## src/rtl/bs_alu_pkg.sv

```systemverilog
// Shared types for the bit-serial ALU: function codes and FSM states.
package bs_alu_pkg;

  typedef enum logic [1:0] {
    ALU_ADD = 2'b00,
    ALU_SUB = 2'b01,
    ALU_MUL = 2'b10,
    ALU_ILL = 2'b11
  } alufun_e;

  typedef enum logic [2:0] {
    IDLE,
    ADDSUB,
    MUL_ADD,
    MUL_SHIFT,
    DONE
  } state_e;

endpackage

```

## src/rtl/bs_fa_cell.sv

```systemverilog
// Combinational 1-bit full adder; the only arithmetic cell in the serial ALU.
module bs_fa_cell (
  input  logic a,
  input  logic b,
  input  logic cin,
  output logic sum,
  output logic cout
);

  assign sum  = a ^ b ^ cin;
  assign cout = (a & b) | (cin & (a ^ b));

endmodule

```

## src/rtl/bs_alu_seq.sv

```systemverilog
// Bit-serial add/sub/unsigned-multiply ALU built around a single full-adder cell,
// with a start/busy/done handshake and data-independent latency per function.
module bs_alu_seq #(
  parameter int unsigned WIDTH = 8
) (
  input  logic                 i_clk,
  input  logic                 i_rst,
  input  logic                 i_start,
  input  logic [1:0]           i_con_alufun,
  input  logic [WIDTH-1:0]     i_data_a,
  input  logic [WIDTH-1:0]     i_data_b,
  output logic                 o_busy,
  output logic                 o_done,
  output logic [2*WIDTH-1:0]   o_data_result,
  output logic                 o_carry,
  output logic                 o_zero,
  output logic                 o_err
);

  import bs_alu_pkg::*;

  localparam int unsigned BW = $clog2(WIDTH);
  localparam int unsigned IW = BW + 1;

  state_e             state, state_nxt;
  alufun_e            fun, req_fun;
  logic [WIDTH-1:0]   a_sh, b_sh;
  logic [2*WIDTH-1:0] res, res_add, res_shift;
  logic               carry;
  logic [BW-1:0]      bit_cnt;
  logic [IW-1:0]      iter_cnt;
  logic               carry_q, zero_q, err_q;
  logic               fa_a, fa_b, fa_sum, fa_cout;
  logic               last_bit, last_iter;

  bs_fa_cell u_fa (
    .a    (fa_a),
    .b    (fa_b),
    .cin  (carry),
    .sum  (fa_sum),
    .cout (fa_cout)
  );

  assign req_fun   = alufun_e'(i_con_alufun);
  assign last_bit  = (bit_cnt == BW'(WIDTH - 1));
  assign last_iter = (iter_cnt == IW'(WIDTH - 1));
  assign res_add   = {res[2*WIDTH-1:WIDTH], fa_sum, res[WIDTH-1:1]};
  assign res_shift = {carry, res[2*WIDTH-1:1]};

  // Multiply adds A into the upper half of P by rotating both, so P[0] stays
  // put for the whole iteration and A is restored after WIDTH edges.
  always_comb begin
    fa_a = a_sh[0];
    fa_b = b_sh[0] ^ (fun == ALU_SUB);
    if (state == MUL_ADD) begin
      fa_a = res[WIDTH];
      fa_b = res[0] & a_sh[0];
    end
  end

  always_comb begin
    state_nxt = state;
    case (state)
      IDLE: begin
        if (i_start) begin
          case (req_fun)
            ALU_ADD, ALU_SUB: state_nxt = ADDSUB;
            ALU_MUL:          state_nxt = MUL_ADD;
            default:          state_nxt = DONE;
          endcase
        end
      end
      ADDSUB:    if (last_bit) state_nxt = DONE;
      MUL_ADD:   if (last_bit) state_nxt = MUL_SHIFT;
      MUL_SHIFT: state_nxt = last_iter ? DONE : MUL_ADD;
      DONE:      state_nxt = IDLE;
      default:   state_nxt = IDLE;
    endcase
  end

  always_ff @(posedge i_clk) begin
    if (i_rst) begin
      state    <= IDLE;
      fun      <= ALU_ADD;
      a_sh     <= '0;
      b_sh     <= '0;
      res      <= '0;
      carry    <= 1'b0;
      bit_cnt  <= '0;
      iter_cnt <= '0;
      carry_q  <= 1'b0;
      zero_q   <= 1'b0;
      err_q    <= 1'b0;
    end else begin
      state <= state_nxt;
      case (state)
        IDLE: begin
          if (i_start) begin
            fun      <= req_fun;
            a_sh     <= i_data_a;
            b_sh     <= i_data_b;
            bit_cnt  <= '0;
            iter_cnt <= '0;
            carry    <= (req_fun == ALU_SUB);
            carry_q  <= 1'b0;
            zero_q   <= (req_fun == ALU_ILL);
            err_q    <= (req_fun == ALU_ILL);
            res      <= (req_fun == ALU_MUL) ? {{WIDTH{1'b0}}, i_data_b} : '0;
          end
        end
        ADDSUB: begin
          a_sh    <= a_sh >> 1;
          b_sh    <= b_sh >> 1;
          res     <= res_add;
          carry   <= fa_cout;
          bit_cnt <= last_bit ? '0 : bit_cnt + BW'(1);
          if (last_bit) begin
            carry_q <= fa_cout;
            zero_q  <= (res_add == '0);
          end
        end
        MUL_ADD: begin
          a_sh                  <= {a_sh[0], a_sh[WIDTH-1:1]};
          res[2*WIDTH-1:WIDTH]  <= {fa_sum, res[2*WIDTH-1:WIDTH+1]};
          carry                 <= fa_cout;
          bit_cnt               <= last_bit ? '0 : bit_cnt + BW'(1);
        end
        MUL_SHIFT: begin
          res      <= res_shift;
          carry    <= 1'b0;
          iter_cnt <= iter_cnt + IW'(1);
          if (last_iter) begin
            carry_q <= 1'b0;
            zero_q  <= (res_shift == '0);
          end
        end
        default: ;
      endcase
    end
  end

  assign o_busy        = (state != IDLE);
  assign o_done        = (state == DONE);
  assign o_data_result = res;
  assign o_carry       = carry_q;
  assign o_zero        = zero_q;
  assign o_err         = err_q;

endmodule

```

## config.mk

```make
export PLATFORM = sky130hd
export DESIGN_NAME = bs_alu_seq
export DESIGN_NICKNAME = d
export VERILOG_FILES = /design/src/rtl/bs_alu_pkg.sv /design/src/rtl/bs_fa_cell.sv /design/src/rtl/bs_alu_seq.sv
export SDC_FILE = /design/constraint.sdc
export NUM_CORES = 1
export LEC_CHECK = 0
export ABC_AREA = 1
export CORE_UTILIZATION = 40
export DETAILED_ROUTE_END_ITERATION = 10
export PLACE_DENSITY = 0.66
export SYNTH_ARGS = -nofsm -noshare
export SYNTH_HDL_FRONTEND = slang
export SYNTH_SLANG_ARGS = --single-unit
export TNS_END_PERCENT = 10
```

## constraint.sdc

```tcl
create_clock -name i_clk -period 1.65 [get_ports i_clk]
set_input_delay 0.165 -clock i_clk [delete_from_list [all_inputs] [get_ports i_clk]]
set_output_delay 0.165 -clock i_clk [all_outputs]
set_load 0.05 [all_outputs]
```

==> results.py <==
metrics = {
    "global_route": {
        "grt_pass1_vias": 2153,
        "antenna_found_initial": 0,
        "grt_use_met3_pct": 4.571,
        "overflow": 0,
        "grt-busiest-layer": "met2",
        "grt_util_all_layers_pct": 20.65,
        "grt_pass1_wl_microns": 10180,
        "grt_max_degree": 20,
        "met2_usage_pct": 31.97,
        "met1_usage_pct": 28.13,
    },
    "routing": {
        "viasPerCell": 4.973,
        "dr_total_vias": 2432,
        "drt-initial-drc-count": 166,
        "wl_per_cell_microns": 12.89,
        "ant_nets": 0,
        "first_pass_iters": 4,
        "wl_microns": 6301,
        "drc": 0,
    },
    "floorplan": {
        "die_w_microns": 79.80,
        "ioPinCount": 42,
        "initial_utilization_pct": 42.66,
        "rows": 27,
        "die_h_microns": 79.80,
        "core_area_sq_um": 5675,
        "dieArea_sq_um": 6368,
    },
    "setup_path": {
        "crit_buf_inv": 2,
        "path_cells": "nor2_4 > nand2_4 > a32oi_2 > fa_1 > buf_4 > o22ai_1 > inv_1 > a21oi_1",
        "slowest_stage": "fa_1",
        "cpPeakStageDelay_ps": 480,
        "cp-end-kind": "flop",
        "r2r_slack_ps": -160,
        "critPathTopFamily": "adder cells",
        "critPathArrivalTime_ps": 2060,
        "critPathKind": "reg2reg",
        "critPathRequiredTime_ps": 1900,
        "worstSetupStartpointType": "flop",
        "crit_fanout": 6,
    },
    "timing": {
        "maxSlewViolCount": 0,
        "fin_crit_sh_pct": 109.7,
        "rsz0062_at_grt": "true",
        "hold_viol": 0,
        "setup_violations": 3,
        "relSlewSlack_pct": 76.32,
        "fin_skew_ps": 7.419,
        "worst_slack_ps": -160.0,
        "min_period_ps": 1810,
        "worstMarginPinSlew_ps": 352.5,
        "max_freq_ghz": 0.5525,
    },
    "synth": {
        "synth_area_sq_um": 2421,
        "synth_fp_nets": 379,
        "synth_cells": 354,
        "yosys_warnings": 0,
        "avgSynthCellArea_sq_um": 6.839,
        "seq_area_frac_synth_pct": 39.69,
        "ys_ff_latch": 48,
        "ys_types": 32,
    },
    "cells_and_area": {
        "most-common-layout-cells": "76 x nand2_1, 61 x nor2_1, 45 x dfxtp_1",
        "nets": 441,
        "fill_cells": 547,
        "n_antenna_cell": 0,
        "final_common_cell": "nand2_1",
        "layout-drive-gt1-share_pct": 20.14,
        "area_growth_pct": 32.66,
    },
    "hold_path": {
        "hold_class": "in2reg",
    },
    "clocking": {
        "h-tree-depth": 2,
        "cts_tree": "done",
        "clk_pin_slew_ps": 90,
        "cts_buffer_depth": 2,
        "clockRootBuffer": "clkbuf_8",
        "cts_buffers": 5,
        "clock-sinks": 48,
        "clkLatencyLatePin_ps": 310,
    },
    "pwr": {
        "powerDensity_nw_per_um2": 1679,
        "finalPower_mw": 5.393,
        "ir_worst_vdd_mv": 0.9797,
        "pwr-share-clk_pct": 17.6,
        "switching_share_pct": 44.02,
        "power.internal_mw": 3.019,
        "p_sw_mw": 2.374,
        "seq_power_share_pct": 30.5,
        "combPwrFrac_pct": 51.9,
        "leakage_nw": 1.406,
    },
    "place": {
        "dp_slack_ps": -109.4,
        "dpl.hpwl_microns": 4535,
        "port_buffers": 41,
        "place_congestion": 0.7463,
    },
    "status": {
        "violations": "negative setup slack",
        "status": "finished, violations left",
    },
    "flow_run": {
        "maxCapViolations": 0,
    },
}
## power by group through the flow
stage | clock [mW] | combinational [mW] | sequential [mW]
global route | 1.00 | 3.08 | 1.68
global placement | 0 | 2.50 | 1.66
floorplan | 0 | 1.47 | 1.98
detailed placement | 0 | 2.53 | 1.66
finish | 0.952 | 2.80 | 1.64
CTS | 0.965 | 2.57 | 1.64
## cell type report
cell class / count / area (sq um) / share of cell area, %
multi-input cells: 260 / 1314 / 40.90
repair buffers: 64 / 568.0 / 17.69
clock inverters: 1 / 30.03 / 0.9349
inverters: 37 / 148.9 / 4.636
clock buffers: 7 / 96.34 / 3.000
well taps: 72 / 90.09 / 2.805
flip-flops and latches: 48 / 964.7 / 30.04
## cell usage after synthesis
library cell / n / area, sq um
a211oi_1: 1 / 7.510
a21oi_1: 42 / 210.2
a21oi_2: 4 / 35.03
a31oi_1: 1 / 6.260
a32oi_1: 1 / 8.760
buf_2: 2 / 10.01
buf_4: 1 / 7.510
buf_6: 2 / 22.52
clkbuf_1: 5 / 18.77
clkinv_1: 1 / 3.750
dfxtp_1: 48 / 960.9
fa_1: 1 / 20.02
ha_1: 3 / 37.54
inv_1: 33 / 123.9
inv_2: 2 / 7.510
inv_4: 1 / 6.260
nand2_1: 77 / 289.0
nand2_2: 1 / 6.260
nand2_4: 2 / 22.52
nand3_1: 16 / 80.08
nand3_2: 1 / 10.01
nand3_4: 2 / 35.03
nand4_1: 3 / 18.77
nor2_1: 64 / 240.2
nor2_2: 2 / 12.51
nor2_4: 1 / 11.26
nor2_8: 1 / 20.02
nor3_1: 3 / 15.01
o21a_1: 1 / 7.510
o21ai_0: 29 / 145.1
o21bai_1: 2 / 15.01
o22ai_1: 1 / 6.260
## flip-flops by register name (all words and copies together), names as in the netlist, 2 cells and up
signal         count
a_sh               8
bit_cnt            3
fun                2
iter_cnt           4
state              3
b_sh               8
o_data_result     16
## logic make-up (layout without fill, tap and decap cells)
logic type,count (synthesis),in the layout,synth area share (%)
AND/OR/NAND/NOR,173,174,31.42
AO/OA/AOI/OAI,82,82,18.24
flip-flops,48,48,39.69
buffers and inverters,47,109,8.269
adder cells (fa/ha/maj),4,4,2.377
## routing by layer
layer | part of all wire, % | wire [microns]
met1 | 49 | 3104
met5 | 0 | 0
met4 | 1.4 | 87
met3 | 4.0 | 253
met2 | 45 | 2854
## worst register-to-register path, cell delays in order, from the launching register on
cell,delay (ps)
dfxtp_2,340
nor2_4,130
nand2_4,100
a32oi_2,220
fa_1,480
buf_4,160
o22ai_1,150
inv_1,60
a21oi_1,100
## stage by stage
step	setup TNS (ps)	cells	hold slack [ps]	area, sq um	utilization, %
2_1_floorplan	-462.8	354	302.9	2424	-
3_3_place_gp	-46.21	478	450.3	3008	53.00
3_5_place_dp	-109.4	478	460.7	3008	53.00
4_1_cts	-110.2	486	395.1	3149	55.49
5_1_grt	-813.1	489	394.8	3212	56.59
6_report	-410.3	489	394.3	3212	56.59
## what timing repair did
item | CTS | global route
gates cloned | 0 | 1
resized for setup | 4 | 15
endpoints found under the setup margin | 2 | 33
hold buffers | 0 | 0
buffers inserted | 0 | 2
pin swaps | 0 | 7
## worst paths after layout
kind,start,cells after the start,end
worst max-delay path,state[0],8,o_data_result[15]
worst min-delay path,i_data_a[4],3,a_sh[4]
worst max register to register,state[0],8,o_data_result[15]
worst min register to register,b_sh[7],2,b_sh[7]
(Power assumes the default switching activity.)
